==> src/rtl/multicycle_controller_pkg.sv <==
// Shared encodings for the multi-cycle MIPS controller: opcodes, functs, ALU codes,
// FSM states, decoded instruction class and the registered control bundle.
package multicycle_controller_pkg;

    localparam logic [5:0] OP_RTYPE  = 6'b000000;
    localparam logic [5:0] OP_REGIMM = 6'b000001;
    localparam logic [5:0] OP_J      = 6'b000010;
    localparam logic [5:0] OP_JAL    = 6'b000011;
    localparam logic [5:0] OP_BEQ    = 6'b000100;
    localparam logic [5:0] OP_BNE    = 6'b000101;
    localparam logic [5:0] OP_BLEZ   = 6'b000110;
    localparam logic [5:0] OP_BGTZ   = 6'b000111;
    localparam logic [5:0] OP_ADDI   = 6'b001000;
    localparam logic [5:0] OP_ADDIU  = 6'b001001;
    localparam logic [5:0] OP_SLTI   = 6'b001010;
    localparam logic [5:0] OP_ANDI   = 6'b001100;
    localparam logic [5:0] OP_ORI    = 6'b001101;
    localparam logic [5:0] OP_XORI   = 6'b001110;
    localparam logic [5:0] OP_LUI    = 6'b001111;
    localparam logic [5:0] OP_LB     = 6'b100000;
    localparam logic [5:0] OP_LW     = 6'b100011;
    localparam logic [5:0] OP_SB     = 6'b101000;
    localparam logic [5:0] OP_SW     = 6'b101011;

    localparam logic [5:0] F_SLL     = 6'b000000;
    localparam logic [5:0] F_SRL     = 6'b000010;
    localparam logic [5:0] F_SRA     = 6'b000011;
    localparam logic [5:0] F_SYSCALL = 6'b001100;
    localparam logic [5:0] F_MULT    = 6'b011000;
    localparam logic [5:0] F_MULTU   = 6'b011001;
    localparam logic [5:0] F_DIV     = 6'b011010;
    localparam logic [5:0] F_DIVU    = 6'b011011;
    localparam logic [5:0] F_ADD     = 6'b100000;
    localparam logic [5:0] F_ADDU    = 6'b100001;
    localparam logic [5:0] F_SUB     = 6'b100010;
    localparam logic [5:0] F_SUBU    = 6'b100011;
    localparam logic [5:0] F_AND     = 6'b100100;
    localparam logic [5:0] F_OR      = 6'b100101;
    localparam logic [5:0] F_XOR     = 6'b100110;
    localparam logic [5:0] F_NOR     = 6'b100111;
    localparam logic [5:0] F_SLT     = 6'b101010;
    localparam logic [5:0] F_SLTU    = 6'b101011;

    localparam logic [5:0] ALU_ADD   = 6'b100000;
    localparam logic [5:0] ALU_ADDU  = 6'b100001;
    localparam logic [5:0] ALU_SUB   = 6'b100010;
    localparam logic [5:0] ALU_AND   = 6'b100100;
    localparam logic [5:0] ALU_OR    = 6'b100101;
    localparam logic [5:0] ALU_XOR   = 6'b100110;
    localparam logic [5:0] ALU_SLT   = 6'b101010;
    localparam logic [5:0] ALU_LUI   = 6'b111111;

    typedef enum logic [2:0] {
        S_FETCH, S_DECODE, S_EXEC, S_MULDIV, S_MEM, S_WB, S_HALT
    } state_e;

    typedef enum logic [3:0] {
        C_ILLEGAL, C_ALU_R, C_ALU_I, C_LOAD, C_STORE,
        C_BRANCH, C_MULDIV, C_J, C_JAL, C_SYSCALL
    } iclass_e;

    typedef struct packed {
        iclass_e    cls;
        logic [5:0] alu_op;
        logic       alu_src;
        logic       mem_byte;
    } dec_t;

    typedef struct packed {
        logic       pc_write;
        logic       pc_branch;
        logic       ir_write;
        logic       mem_req;
        logic       mem_write_en;
        logic       mem_byte;
        logic       reg_dst;
        logic       reg_write;
        logic       mem_to_reg;
        logic       alu_src;
        logic [5:0] alu_op;
        logic       halted;
        logic       illegal;
    } ctrl_t;

    function automatic logic [5:0] imm_alu_op(input logic [5:0] op);
        logic [5:0] r;
        case (op)
            OP_ADDIU: r = ALU_ADDU;
            OP_SLTI:  r = ALU_SLT;
            OP_ANDI:  r = ALU_AND;
            OP_ORI:   r = ALU_OR;
            OP_XORI:  r = ALU_XOR;
            OP_LUI:   r = ALU_LUI;
            default:  r = ALU_ADD;
        endcase
        return r;
    endfunction

    // rt selects BGEZ (1) / BLTZ (0) under REGIMM
    function automatic logic br_taken(input logic [5:0] op, input logic rt,
                                      input logic zero, input logic neg);
        logic t;
        case (op)
            OP_BEQ:    t = zero;
            OP_BNE:    t = ~zero;
            OP_BLEZ:   t = neg | zero;
            OP_BGTZ:   t = ~neg & ~zero;
            OP_REGIMM: t = rt ? ~neg : neg;
            default:   t = 1'b0;
        endcase
        return t;
    endfunction

endpackage

==> src/rtl/multicycle_controller_if.sv <==
// Controller <-> IR/datapath/memory bundle. The controller takes the master view,
// the datapath side (or a bench) the slave view.
interface multicycle_controller_if;
    logic [5:0] opcode;
    logic [5:0] func;
    logic       rt_field;
    logic       alu_zero;
    logic       alu_neg;
    logic       mem_ready;
    logic       pc_write;
    logic       pc_branch;
    logic       ir_write;
    logic       mem_req;
    logic       mem_write_en;
    logic       mem_byte;
    logic       reg_dst;
    logic       reg_write;
    logic       mem_to_reg;
    logic       alu_src;
    logic [5:0] alu_op;
    logic       halted;
    logic       illegal;

    modport master (
        input  opcode, func, rt_field, alu_zero, alu_neg, mem_ready,
        output pc_write, pc_branch, ir_write, mem_req, mem_write_en, mem_byte,
               reg_dst, reg_write, mem_to_reg, alu_src, alu_op, halted, illegal
    );

    modport slave (
        output opcode, func, rt_field, alu_zero, alu_neg, mem_ready,
        input  pc_write, pc_branch, ir_write, mem_req, mem_write_en, mem_byte,
               reg_dst, reg_write, mem_to_reg, alu_src, alu_op, halted, illegal
    );
endinterface

==> src/rtl/multicycle_controller_alu_op_decode.sv <==
// Combinational instruction decode: opcode/func -> instruction class, ALU function
// code, immediate-operand select and byte-access flag. Unknown encodings decode as C_ILLEGAL.
module multicycle_controller_alu_op_decode
    import multicycle_controller_pkg::*;
(
    input  logic [5:0] opcode_i,
    input  logic [5:0] func_i,
    output dec_t       dec_o
);

    always_comb begin
        dec_o = '{cls: C_ILLEGAL, alu_op: 6'd0, alu_src: 1'b0, mem_byte: 1'b0};
        case (opcode_i)
            OP_RTYPE: begin
                case (func_i)
                    F_ADD, F_ADDU, F_SUB, F_SUBU, F_AND, F_OR, F_XOR, F_NOR,
                    F_SLT, F_SLTU, F_SLL, F_SRL, F_SRA: begin
                        dec_o.cls    = C_ALU_R;
                        dec_o.alu_op = func_i;
                    end
                    F_MULT, F_MULTU, F_DIV, F_DIVU: begin
                        dec_o.cls    = C_MULDIV;
                        dec_o.alu_op = func_i;
                    end
                    F_SYSCALL: dec_o.cls = C_SYSCALL;
                    default: ;
                endcase
            end
            OP_REGIMM, OP_BEQ, OP_BNE, OP_BLEZ, OP_BGTZ: begin
                dec_o.cls    = C_BRANCH;
                dec_o.alu_op = ALU_SUB;
            end
            OP_J:   dec_o.cls = C_J;
            OP_JAL: dec_o.cls = C_JAL;
            OP_ADDI, OP_ADDIU, OP_SLTI, OP_ANDI, OP_ORI, OP_XORI, OP_LUI: begin
                dec_o.cls     = C_ALU_I;
                dec_o.alu_op  = imm_alu_op(opcode_i);
                dec_o.alu_src = 1'b1;
            end
            OP_LB, OP_LW: begin
                dec_o.cls      = C_LOAD;
                dec_o.alu_op   = ALU_ADD;
                dec_o.alu_src  = 1'b1;
                dec_o.mem_byte = (opcode_i == OP_LB);
            end
            OP_SB, OP_SW: begin
                dec_o.cls      = C_STORE;
                dec_o.alu_op   = ALU_ADD;
                dec_o.alu_src  = 1'b1;
                dec_o.mem_byte = (opcode_i == OP_SB);
            end
            default: ;
        endcase
    end

endmodule

==> src/rtl/multicycle_controller.sv <==
// Multi-cycle MIPS control FSM (FETCH/DECODE/EXEC/MULDIV/MEM/WB/HALT). Every output is a
// register loaded with the control word of the state being entered.
module multicycle_controller
    import multicycle_controller_pkg::*;
#(
    parameter int MULDIV_CYCLES = 32,
    parameter int CNT_W         = 6,
    parameter int MEM_HANDSHAKE = 1
) (
    input  logic                     clk,
    input  logic                     rst,
    multicycle_controller_if.master  bus
);

    state_e           state_q, state_d;
    logic [CNT_W-1:0] cnt_q, cnt_d;
    ctrl_t            out_q, out_d;
    dec_t             dec;
    logic             mem_done;
    logic             taken;

    multicycle_controller_alu_op_decode u_dec (
        .opcode_i (bus.opcode),
        .func_i   (bus.func),
        .dec_o    (dec)
    );

    // A ready seen while no request is outstanding never completes an access.
    assign mem_done = out_q.mem_req & (bus.mem_ready | (MEM_HANDSHAKE == 0));
    assign taken    = br_taken(bus.opcode, bus.rt_field, bus.alu_zero, bus.alu_neg);

    always_ff @(posedge clk or posedge rst) begin
        if (rst) begin
            state_q <= S_FETCH;
            cnt_q   <= '0;
            out_q   <= '0;
        end else begin
            state_q <= state_d;
            cnt_q   <= cnt_d;
            out_q   <= out_d;
        end
    end

    always_comb begin
        state_d = state_q;
        cnt_d   = cnt_q;
        case (state_q)
            S_FETCH:  if (mem_done) state_d = S_DECODE;
            S_DECODE: begin
                case (dec.cls)
                    C_J, C_ILLEGAL: state_d = S_FETCH;
                    C_JAL:          state_d = S_WB;
                    C_SYSCALL:      state_d = S_HALT;
                    default:        state_d = S_EXEC;
                endcase
            end
            S_EXEC: begin
                case (dec.cls)
                    C_MULDIV: begin
                        state_d = S_MULDIV;
                        cnt_d   = CNT_W'(MULDIV_CYCLES - 1);
                    end
                    C_LOAD, C_STORE: state_d = S_MEM;
                    C_BRANCH:        state_d = S_FETCH;
                    default:         state_d = S_WB;
                endcase
            end
            S_MULDIV: begin
                if (cnt_q == '0) state_d = S_FETCH;
                else             cnt_d   = cnt_q - 1'b1;
            end
            S_MEM:    if (mem_done) state_d = (dec.cls == C_STORE) ? S_FETCH : S_WB;
            S_WB:     state_d = S_FETCH;
            S_HALT:   state_d = S_HALT;
            default:  state_d = S_FETCH;
        endcase
    end

    // Fetch-cycle pulses (jump, branch, illegal) are tagged by the state being left.
    always_comb begin
        out_d = '0;
        case (state_d)
            S_FETCH: begin
                out_d.mem_req   = 1'b1;
                out_d.pc_write  = (state_q == S_DECODE) && (dec.cls == C_J);
                out_d.pc_branch = (state_q == S_EXEC) && (dec.cls == C_BRANCH) && taken;
                out_d.illegal   = (state_q == S_DECODE) && (dec.cls == C_ILLEGAL);
            end
            S_DECODE: begin
                out_d.ir_write = 1'b1;
                out_d.pc_write = 1'b1;
            end
            S_EXEC: begin
                out_d.alu_op  = dec.alu_op;
                out_d.alu_src = dec.alu_src;
            end
            S_MULDIV: out_d.alu_op = dec.alu_op;
            S_MEM: begin
                out_d.mem_req      = 1'b1;
                out_d.mem_write_en = (dec.cls == C_STORE);
                out_d.mem_byte     = dec.mem_byte;
            end
            S_WB: begin
                out_d.reg_write  = 1'b1;
                out_d.reg_dst    = (dec.cls == C_ALU_R);
                out_d.mem_to_reg = (dec.cls == C_LOAD);
                out_d.pc_write   = (dec.cls == C_JAL);
            end
            S_HALT:  out_d.halted = 1'b1;
            default: ;
        endcase
    end

    assign bus.pc_write     = out_q.pc_write;
    assign bus.pc_branch    = out_q.pc_branch;
    assign bus.ir_write     = out_q.ir_write;
    assign bus.mem_req      = out_q.mem_req;
    assign bus.mem_write_en = out_q.mem_write_en;
    assign bus.mem_byte     = out_q.mem_byte;
    assign bus.reg_dst      = out_q.reg_dst;
    assign bus.reg_write    = out_q.reg_write;
    assign bus.mem_to_reg   = out_q.mem_to_reg;
    assign bus.alu_src      = out_q.alu_src;
    assign bus.alu_op       = out_q.alu_op;
    assign bus.halted       = out_q.halted;
    assign bus.illegal      = out_q.illegal;

endmodule

==> src/flat_wrapper.sv <==
// flat-port wrapper written by rule: the top's interface ports become plain ports
module multicycle_controller_flat import multicycle_controller_pkg::*;
#(
    parameter int MULDIV_CYCLES = 32,
    parameter int CNT_W         = 6,
    parameter int MEM_HANDSHAKE = 1
)
  (clk, rst, bus_opcode, bus_func, bus_rt_field, bus_alu_zero, bus_alu_neg, bus_mem_ready, bus_pc_write, bus_pc_branch, bus_ir_write, bus_mem_req, bus_mem_write_en, bus_mem_byte, bus_reg_dst, bus_reg_write, bus_mem_to_reg, bus_alu_src, bus_alu_op, bus_halted, bus_illegal);
  multicycle_controller_if bus_i ();
  input  logic clk;
  input  logic rst;
  input wire logic [$bits(bus_i.opcode)-1:0] bus_opcode;
  input wire logic [$bits(bus_i.func)-1:0] bus_func;
  input wire logic [$bits(bus_i.rt_field)-1:0] bus_rt_field;
  input wire logic [$bits(bus_i.alu_zero)-1:0] bus_alu_zero;
  input wire logic [$bits(bus_i.alu_neg)-1:0] bus_alu_neg;
  input wire logic [$bits(bus_i.mem_ready)-1:0] bus_mem_ready;
  output wire logic [$bits(bus_i.pc_write)-1:0] bus_pc_write;
  output wire logic [$bits(bus_i.pc_branch)-1:0] bus_pc_branch;
  output wire logic [$bits(bus_i.ir_write)-1:0] bus_ir_write;
  output wire logic [$bits(bus_i.mem_req)-1:0] bus_mem_req;
  output wire logic [$bits(bus_i.mem_write_en)-1:0] bus_mem_write_en;
  output wire logic [$bits(bus_i.mem_byte)-1:0] bus_mem_byte;
  output wire logic [$bits(bus_i.reg_dst)-1:0] bus_reg_dst;
  output wire logic [$bits(bus_i.reg_write)-1:0] bus_reg_write;
  output wire logic [$bits(bus_i.mem_to_reg)-1:0] bus_mem_to_reg;
  output wire logic [$bits(bus_i.alu_src)-1:0] bus_alu_src;
  output wire logic [$bits(bus_i.alu_op)-1:0] bus_alu_op;
  output wire logic [$bits(bus_i.halted)-1:0] bus_halted;
  output wire logic [$bits(bus_i.illegal)-1:0] bus_illegal;
  assign bus_i.opcode = bus_opcode;
  assign bus_i.func = bus_func;
  assign bus_i.rt_field = bus_rt_field;
  assign bus_i.alu_zero = bus_alu_zero;
  assign bus_i.alu_neg = bus_alu_neg;
  assign bus_i.mem_ready = bus_mem_ready;
  assign bus_pc_write = bus_i.pc_write;
  assign bus_pc_branch = bus_i.pc_branch;
  assign bus_ir_write = bus_i.ir_write;
  assign bus_mem_req = bus_i.mem_req;
  assign bus_mem_write_en = bus_i.mem_write_en;
  assign bus_mem_byte = bus_i.mem_byte;
  assign bus_reg_dst = bus_i.reg_dst;
  assign bus_reg_write = bus_i.reg_write;
  assign bus_mem_to_reg = bus_i.mem_to_reg;
  assign bus_alu_src = bus_i.alu_src;
  assign bus_alu_op = bus_i.alu_op;
  assign bus_halted = bus_i.halted;
  assign bus_illegal = bus_i.illegal;
  multicycle_controller #(.MULDIV_CYCLES(MULDIV_CYCLES), .CNT_W(CNT_W), .MEM_HANDSHAKE(MEM_HANDSHAKE)) u_core (.clk(clk), .rst(rst), .bus(bus_i));
endmodule
==> config.mk <==
export PLATFORM = sky130hd
export DESIGN_NAME = multicycle_controller_flat
export DESIGN_NICKNAME = d
export VERILOG_FILES = /design/src/rtl/multicycle_controller_pkg.sv /design/src/rtl/multicycle_controller_if.sv /design/src/rtl/multicycle_controller_alu_op_decode.sv /design/src/rtl/multicycle_controller.sv /design/src/flat_wrapper.sv
export SDC_FILE = /design/constraint.sdc
export NUM_CORES = 1
export LEC_CHECK = 0
export ABC_AREA = 1
export BUFFER_PORTS_ARGS = -buffer_cell sky130_fd_sc_hd__buf_2
export CAP_MARGIN = 20
export CORE_AREA = 8 8 55 75
export DETAILED_ROUTE_END_ITERATION = 6
export DIE_AREA = 0 0 63 83
export GPL_TIMING_DRIVEN = 0
export PLACE_DENSITY = 0.86
export SLEW_MARGIN = 20
export SYNTH_ARGS = -nofsm -noshare
export SYNTH_HDL_FRONTEND = slang
export SYNTH_SLANG_ARGS = --single-unit
export TNS_END_PERCENT = 10
==> constraint.sdc <==
create_clock -name clk -period 4.75 [get_ports clk]
set_clock_uncertainty 0.2 [all_clocks]
set_input_delay 0.475 -clock clk [delete_from_list [all_inputs] [get_ports clk]]
set_output_delay 0.475 -clock clk [all_outputs]
set_load 0.005 [all_outputs]
==> Word-level counts from Yosys, hierarchy flattened <==
Index checks and enable logic that the tools add are counted.
{ "op_classes": {"addsub": 1, "n_eq_ne": 56, "mux": 29, "bitwise_logic": 5, "n_reduce_logical": 25} }
{ "op_table": {"columns": ["op", "n"], "rows": [
  ["$eq A6 B6 Y1 const B", 14],
  ["$eq A6 B4 Y1 const B", 8],
  ["$pmux W5 S6", 1],
  ["$pmux W4 S7", 1],
  ["$eq A6 B2 Y1 const B", 4],
  ["$eq A6 B3 Y1 const B", 4],
  ["$eq A6 B5 Y1 const B", 4],
  ["$mux W6", 4],
  ["$pmux W6 S4", 1],
  ["$logic_not A6 Y1", 3],
  ["$pmux W3 S3", 2],
  ["$pmux W3 S6", 1],
  ["$reduce_or A17 Y1", 1],
  ["$eq A4 B3 Y1 const B", 4],
  ["$eq A3 B3 Y1 const B", 5],
  ["$mux W3", 5],
  ["$reduce_or A13 Y1", 1],
  ["$eq A3 B2 Y1 const B", 4],
  ["$pmux W4 S3", 1],
  ["$pmux W6 S2", 1],
  ["$reduce_or A2 Y1", 6],
  ["$reduce_or A11 Y1", 1],
  ["$eq A4 B4 Y1 const B", 2],
  ["$mux W1", 8],
  ["21 further kinds", 30]
]} }
{ "word_totals": {"ff_bits": 27, "inputBits": 18, "output_inout_bits": 18, "wordCells": 131} }

==> Depth between registers and ports, before layout <==
Gate-level depths: netlist of run 1.
{ "depth": {"word_depth": 11, "depth_mapped": 14, "ltp_nobuf": 14} }

==> By module <==
From an unflattened synthesis of run 1, not the netlist that was laid out.
{ "hier_totals": {"cells_unflattened": 253, "area_unflattened_um2": 1773.0} }
{ "modules_own_cells": {"columns": ["module", "instances", "cells_per_inst", "area_per_inst_um2", "seq_area_each_um2"], "rows": [
  ["multicycle_controller", 1, 161, 1342.5, 675.6],
  ["multicycle_controller_alu_op_decode", 1, 92, 430.4, 0.0]
]} }

==> Worst setup path before layout of run 1 <==
Ideal clock, no wire load.
{ "synth_path": {"kind": "register to register", "start": "register u_core.cnt_q[0]", "end": "register u_core.out_q (netlist bit u_core.bus.mem_write_en)", "setup_ns": 0.072, "arrival_time_ns": 1.604, "required_ns": 4.478, "path_slack_ns": 2.874, "path_stages_with_launch": 13, "n_path_buf": 0, "period_less_slack_ns": 1.876, "path_cell_list": "dfrtp_1 inv_1 ha_1 inv_1 nor3_1 nand2_1 nand2_1 nand2_4 nor2_1 nand2_4 nor2_4 nand2_2 nor2_1"} }
{ "synth_rtl": {"columns": ["element", "line", "text"], "rows": [
  ["start: declaration", "multicycle_controller.sv:16", "logic [CNT_W-1:0] cnt_q, cnt_d;"],
  ["start signal: assignment", "multicycle_controller.sv:39", "cnt_q <= cnt_d;"],
  ["end signal: assignment", "multicycle_controller.sv:40", "out_q <= out_d;"],
  ["end: declaration", "multicycle_controller.sv:17", "ctrl_t out_q, out_d;"]
]} }

==> results of run 1 <==
-- stage by stage --
step	hold slack [ns]	area, um2	setup WS [ns]	power, mW
after floorplan	0.3004	1672	2.874	0.2688
after global placement	0.3207	1896	2.488	0.2874
after detailed placement	0.3331	1896	2.469	0.2885
after CTS	0.2562	1941	2.590	0.4100
after global routing	0.3577	1978	2.307	0.4324
final	0.3357	1978	2.605	0.4108
-- metal layers --
layer | GRT usage [%] | vias up
met5 | 0 | -
met4 | 5.625 | 0
met3 | 1.478 | 2
met2 | 27.69 | 30
met1 | 14.60 | 705
li1 | - | 778
-- power by group --
part / switching (mW) / internal [mW] / total, mW
clock: 0.0638 / 0.0598 / 0.124
combinational: 0.0354 / 0.0202 / 0.0556
sequential: 0.000287 / 0.231 / 0.232
-- placed cells by master (no fill, tap or decap), drive strengths merged --
cell,n
a2111oi,1
a21o,1
a21oi,9
a311oi,1
a31oi,2
a32oi,1
buf,36
clkbuf,4
dfrtp,27
dlygate4sd3,1
ha,1
inv,33
nand2,44
nand3,17
nand3b,2
nand4,5
nor2,48
nor3,10
o211ai,1
o21a,1
o21ai,8
or2,1
xnor2,2
-- kinds of logic after synthesis --
kind of cell / count (synthesis) / synth area share, %
buf+inv: 33 / 7.410
simple gates: 127 / 40.87
compound gates: 25 / 9.506
fa+ha+maj: 1 / 0.7484
xor+xnor: 2 / 1.048
flops: 27 / 40.42
-- critical path: stages, from the launching register on --
cell,delay [ns]
dfrtp_1,0.38
inv_1,0.13
ha_1,0.16
inv_1,0.05
nor3_1,0.21
nand2_1,0.08
nand2_1,0.18
nand2_4,0.09
nor2_1,0.21
nand4_1,0.20
nor3_1,0.17
-- final timing paths --
path | from | depth (start not counted) | slack [ns] | end
worst max-delay path | u_core.cnt_q[0] | 10 | 2.60 | u_core.bus.reg_dst
min in group asynchronous | rst | 3 | 0.54 | u_core.bus.reg_write
max in group asynchronous | rst | 4 | 3.40 | u_core.cnt_q[0]
worst max register to register | u_core.cnt_q[0] | 10 | 2.60 | u_core.bus.reg_dst
worst min-delay path | bus_func[5] | 3 | 0.34 | u_core.bus.alu_op[5]
worst min register to register | u_core.cnt_q[4] | 2 | 0.35 | u_core.cnt_q[4]
-- cell type report --
cell class / instances / area share, %
clock buffer: 4 / 2.277
inverter: 33 / 6.262
multi-input combinational: 155 / 44.09
sequential: 27 / 34.16
tap: 39 / 2.467
timing repair buffer: 37 / 10.75
==> results.cfg, run 1 <==
[synthesis]
syn-cell-area_um2 = 1672
synth_most_common_cell = nor2_1
synth_area_leaders = dfrtp_1 (40%), nor2_1 (8.1%), nand2_1 (7.4%), inv_1 (7.2%), nand3_1 (3.6%)
synthTopCellsByCount = nor2_1 (36), nand2_1 (33), inv_1 (32), dfrtp_1 (27), nand3_1 (12)
yosys.cell_types.count = 30
ys_ff_latch = 27
synth_top_area_share_pct = 40.42
postSynthAreaPerCell_um2 = 7.775
yosysSeqAreaShare_pct = 40.42
syn_inst = 215
yosysWarningCount = 0
synth_ff_type = dfrtp_1
synth-edff-count = 0
synth_top_cell_by_area = dfrtp_1
ys_async_sr_fraction_pct = 100.0
syn_nets = 234

[place]
dp_cells = 289
port_buffers = 35
place_congestion = 0.8990
dp_hpwl_um = 2961

[clock_network]
ctsLongestPathBuffers = 2
clkLatencyLatePin_ns = 0.26
numCtsBuffers = 3
cts_hold_buf = 0
cts_resized = 0
root_buffer = clkbuf_8
cts_setup_buffers = 0
cts_tree = done
cts_max_level = 1
clock_sinks = 27
clkSlewWorstSetupHoldPaths_ns = 0.08

[finish]
nFillCells = 272
drive_above_1_share_pct = 28.52
final_cells = 295
num_antenna_cells = 0
final_nets = 276
area_delta_synth_final_pct = 18.34
final_util_pct = 65.22
multiInputGateArea_um2 = 872.1
regArea_um2 = 675.6

[worst_setup_path]
timing_worst_setup_path_type = flop to flop
start_kind = flop
cp_data_required_time_ns = 4.73
worst-path-max-fanout = 6
cp_data_arrival_time_ns = 2.12
end_kind = flop

[routing]
ant_nets = 0
routedWlPerCell_um = 12.13
vias = 1515
dr.pass1.iters = 4
drcViolationCount = 0
via_per_inst = 5.136
dr.max_layer_used = met4
routed_wl_um = 3579
m1WireLength_um = 1446
dr_wl_met3_um = 120
wl_met2_um = 1971
first_iter_violations = 65

[run]
drv_cap = 0

[grt]
antenna_found_initial = 0
grt.total_usage_pct = 14.19
grt_max_degree = 28
grt_overflow = 0
grt_pass1_wl_um = 6320
grt_pass1_vias = 1522

[power]
ir_worst_vdd_uv = 116.6
leakagePower_nw = 1.087
power.density_nw_per_um2 = 207.7

[die]
core-area_um2 = 3033
die_w_um = 63
chipHeight_um = 83
io_pins = 36
die_area_um2 = 5229
rows = 24
start_util_pct = 55.12

[timing]
fmax_mhz = 466.1
setup_viol = 0
tightest_slew_ns = 0.4846
slew_headroom_pct = 67.44
period_share_pct = 45.16
period_needed_ns = 2.145
fin_tns_setup_ns = 0
finalHoldViolations = 0
rsz0062_at_grt = false
slew_viol_final = 0

[hold_path]
hp-class = primary input to flop

[outcome]
status = completed
Power figures use the tool's default switching activity.
==> inputs of run 2 (changes only) <==
--- a/config.mk
+++ b/config.mk
@@ -5,14 +5,14 @@
 export SDC_FILE = /design/constraint.sdc
 export NUM_CORES = 1
 export LEC_CHECK = 0
-export ABC_AREA = 1
+export ABC_AREA = 0
 export BUFFER_PORTS_ARGS = -buffer_cell sky130_fd_sc_hd__buf_2
 export CAP_MARGIN = 20
-export CORE_AREA = 8 8 55 75
+export CORE_AREA = 8 8 59 81
 export DETAILED_ROUTE_END_ITERATION = 6
-export DIE_AREA = 0 0 63 83
+export DIE_AREA = 0 0 67 89
 export GPL_TIMING_DRIVEN = 0
-export PLACE_DENSITY = 0.86
+export PLACE_DENSITY = 0.81
 export SLEW_MARGIN = 20
 export SYNTH_ARGS = -nofsm -noshare
 export SYNTH_HDL_FRONTEND = slang
==> constraint.sdc (replaced) <==
create_clock -name clk -period 2 [get_ports clk]
set_clock_uncertainty 0.2 [all_clocks]
set_input_delay 0.2 -clock clk [delete_from_list [all_inputs] [get_ports clk]]
set_output_delay 0.2 -clock clk [all_outputs]
set_load 0.005 [all_outputs]
==> run 2 against run 1 <==
  * The flow now finishes with violations (setup timing)
  * Synthesized cell count is 4.7% lower
  * First-iteration DRC count is 6.2% higher
  * Clock power is 150% higher
  * Utilization is 1.9 points lower
  * Area after synthesis is 12% higher
  * Highest routed layer unchanged
==> results.cfg, run 2 <==
[synthesis]
postSynthAreaPerCell_um2 = 9.137
yosysWarningCount = 0
synthTopCellsByCount = dfrtp_1 (27), nor2_1 (19), nand2_1 (13), nor3_1 (11)
syn_nets = 224
synth-edff-count = 0
synth_most_common_cell = dfrtp_1
synth_top_area_share_pct = 36.07
syn-cell-area_um2 = 1873
synth_area_leaders = dfrtp_1 (36%), nor2_1 (3.8%), nor2b_1 (3.0%), nor3_1 (2.9%), clkbuf_8 (2.9%)
synth_top_cell_by_area = dfrtp_1
ys_ff_latch = 27
ys_async_sr_fraction_pct = 100.0
yosys.cell_types.count = 58
yosysSeqAreaShare_pct = 36.07
syn_inst = 205
synth_ff_type = dfrtp_1

[finish]
nFillCells = 337
num_antenna_cells = 0
final_common_cell = buf_2
drive_above_1_share_pct = 31.58
final_nets = 267
layout_common_cells = buf_2 (31), dfrtp_1 (25), nor2_1 (18)
area_delta_synth_final_pct = 21.04

[die]
core-area_um2 = 3578
die_w_um = 67
start_util_pct = 52.34
rows = 26
io_pins = 36
die_area_um2 = 5963
chipHeight_um = 89

[routing]
routedWlPerCell_um = 16.34
drcViolationCount = 0
ant_nets = 0
dr.pass1.iters = 5
via_per_inst = 5.952
routed_wl_um = 4723
vias = 1720
first_iter_violations = 69

[clock_network]
cts_tree = done
clkSlewWorstSetupHoldPaths_ns = 0.09
cts_max_level = 1
clock_sinks = 27
root_buffer = clkbuf_8
ctsLongestPathBuffers = 2
clkLatencyLatePin_ns = 0.27
numCtsBuffers = 3

[timing]
period_needed_ns = 2.084
period_share_pct = 104.2
setup_viol = 11
tightest_slew_ns = 0.8931
setup_ws_ns = -0.08438
rsz0062_at_grt = true
fin_tns_setup_ns = -0.3428
slew_viol_final = 0
slew_headroom_pct = 40.09
whs_ns = 0.05497
fmax_mhz = 479.8
finalHoldViolations = 0

[power]
power.density_nw_per_um2 = 740.6
ir_worst_vdd_uv = 576.8
leakagePower_nw = 0.9357

[outcome]
status = complete, but fails checks
violations = setup timing

[place]
place_congestion = 0.9244
dp_hpwl_um = 3524
port_buffers = 31

[grt]
grtUsageMet2_pct = 27.49
met1_usage_pct = 18.97
antenna_found_initial = 0
grt.busiest_layer = met2
grt.total_usage_pct = 16.15
grt_overflow = 0
grt_max_degree = 28
grt_pass1_vias = 1644
grt_util_met3_pct = 2.635
grt_pass1_wl_um = 7638

[worst_setup_path]
end_kind = flop
cp_data_arrival_time_ns = 2.06
timing_worst_setup_path_type = flop to flop
worst-path-max-fanout = 6
r2r_slack_ns = -0.08
start_kind = flop
cp_data_required_time_ns = 1.98

[hold_path]
hp-class = primary input to flop

[run]
drv_cap = 0
[run 2: cell count changes after synthesis, sizes merged, moves of 4 or more]
cell    change
nand3       -8
nand2b      +5
nor4        +6
buf         +4
nor2       -29
clkbuf     +10
nor2b       +9
inv        -24
nand2      -31
[run 2: worst paths after layout]
check,start,end,cells past startpoint
min in group asynchronous,rst,u_core.state_q[1],3
hold reg to reg,u_core.cnt_q[2],u_core.cnt_q[2],2
setup reg to reg,u_core.state_q[1],u_core.bus.mem_write_en,6
hold / removal,bus_func[4],u_core.bus.reg_dst,4
max in group asynchronous,rst,u_core.state_q[0],3
setup / recovery,u_core.state_q[1],u_core.bus.mem_write_en,6
[run 2: power by group]
group	internal [mW]	switching [mW]
sequential	0.629	0.0575
clock	0.139	0.165
combinational	0.295	0.393
total	1.06	0.615
[run 2: cell families (layout without fill, tap and decap cells)]
| group | Yosys count | in the layout | synth area share, % |
|---|---|---|---|
| multiplexers | 2 | 2 | 1.136 |
| AO/OA/AOI/OAI | 47 | 47 | 18.64 |
| adder cells (fa/ha/maj) | 1 | 1 | 0.6679 |
| buffers and inverters | 23 | 65 | 8.484 |
| AND/OR/NAND/NOR | 97 | 97 | 31.26 |
| flip-flops | 27 | 27 | 36.07 |
| XOR/XNOR | 8 | 8 | 3.741 |
[run 2: final cells by class]
type	count	area, um2	area share (%)
Timing Repair Buffer	39	217.7	9.603
Inverter	9	38.79	1.711
Multi-Input combinational cell	155	1119	49.34
Buffer	13	115.1	5.077
Clock inverter	1	5.005	0.2208
Clock buffer	3	41.29	1.821
Sequential cell	27	678.2	29.91
Tap cell	42	52.55	2.318
[run 2: metrics by stage]
step | std cells | instance area (um2) | setup slack (ns) | power (mW) | utilization (%)
after detailed placement | 278 | 2105 | -0.3266 | 1.278 | 58.81
after global placement | 278 | 2105 | -0.3106 | 1.264 | 58.81
after floorplan | 205 | 1897 | -0.02223 | 1.116 | -
after CTS | 288 | 2238 | -0.06159 | 1.636 | 62.55
after global routing | 289 | 2267 | -0.1275 | 1.778 | 63.36
final | 289 | 2267 | -0.08438 | 1.679 | 63.36
[run 2: critical path: stages (launching register included)]
cell and delay (ns):
dfrtp_1 0.43, buf_4 0.15, and2b_2 0.19, a221o_1 0.36, a221oi_4 0.28, inv_4 0.11
nor4b_4 0.27
[run 2: per-layer routing]
| layer | vias to the layer above | routed length [um] |
|---|---|---|
| met5 | - | 0 |
| met4 | 0 | 114 |
| met3 | 8 | 306 |
| met2 | 64 | 2411 |
| met1 | 806 | 1890 |
| li1 | 842 | - |
[run 2: repair_timing]
item                       in CTS  in global routing
hold endpoints to repair       27                  0
hold buffers                    1                  0
gates resized for setup         9                  6
setup endpoints to repair      17                 15
pin swaps                       6                  3
setup buffers                   6                  1
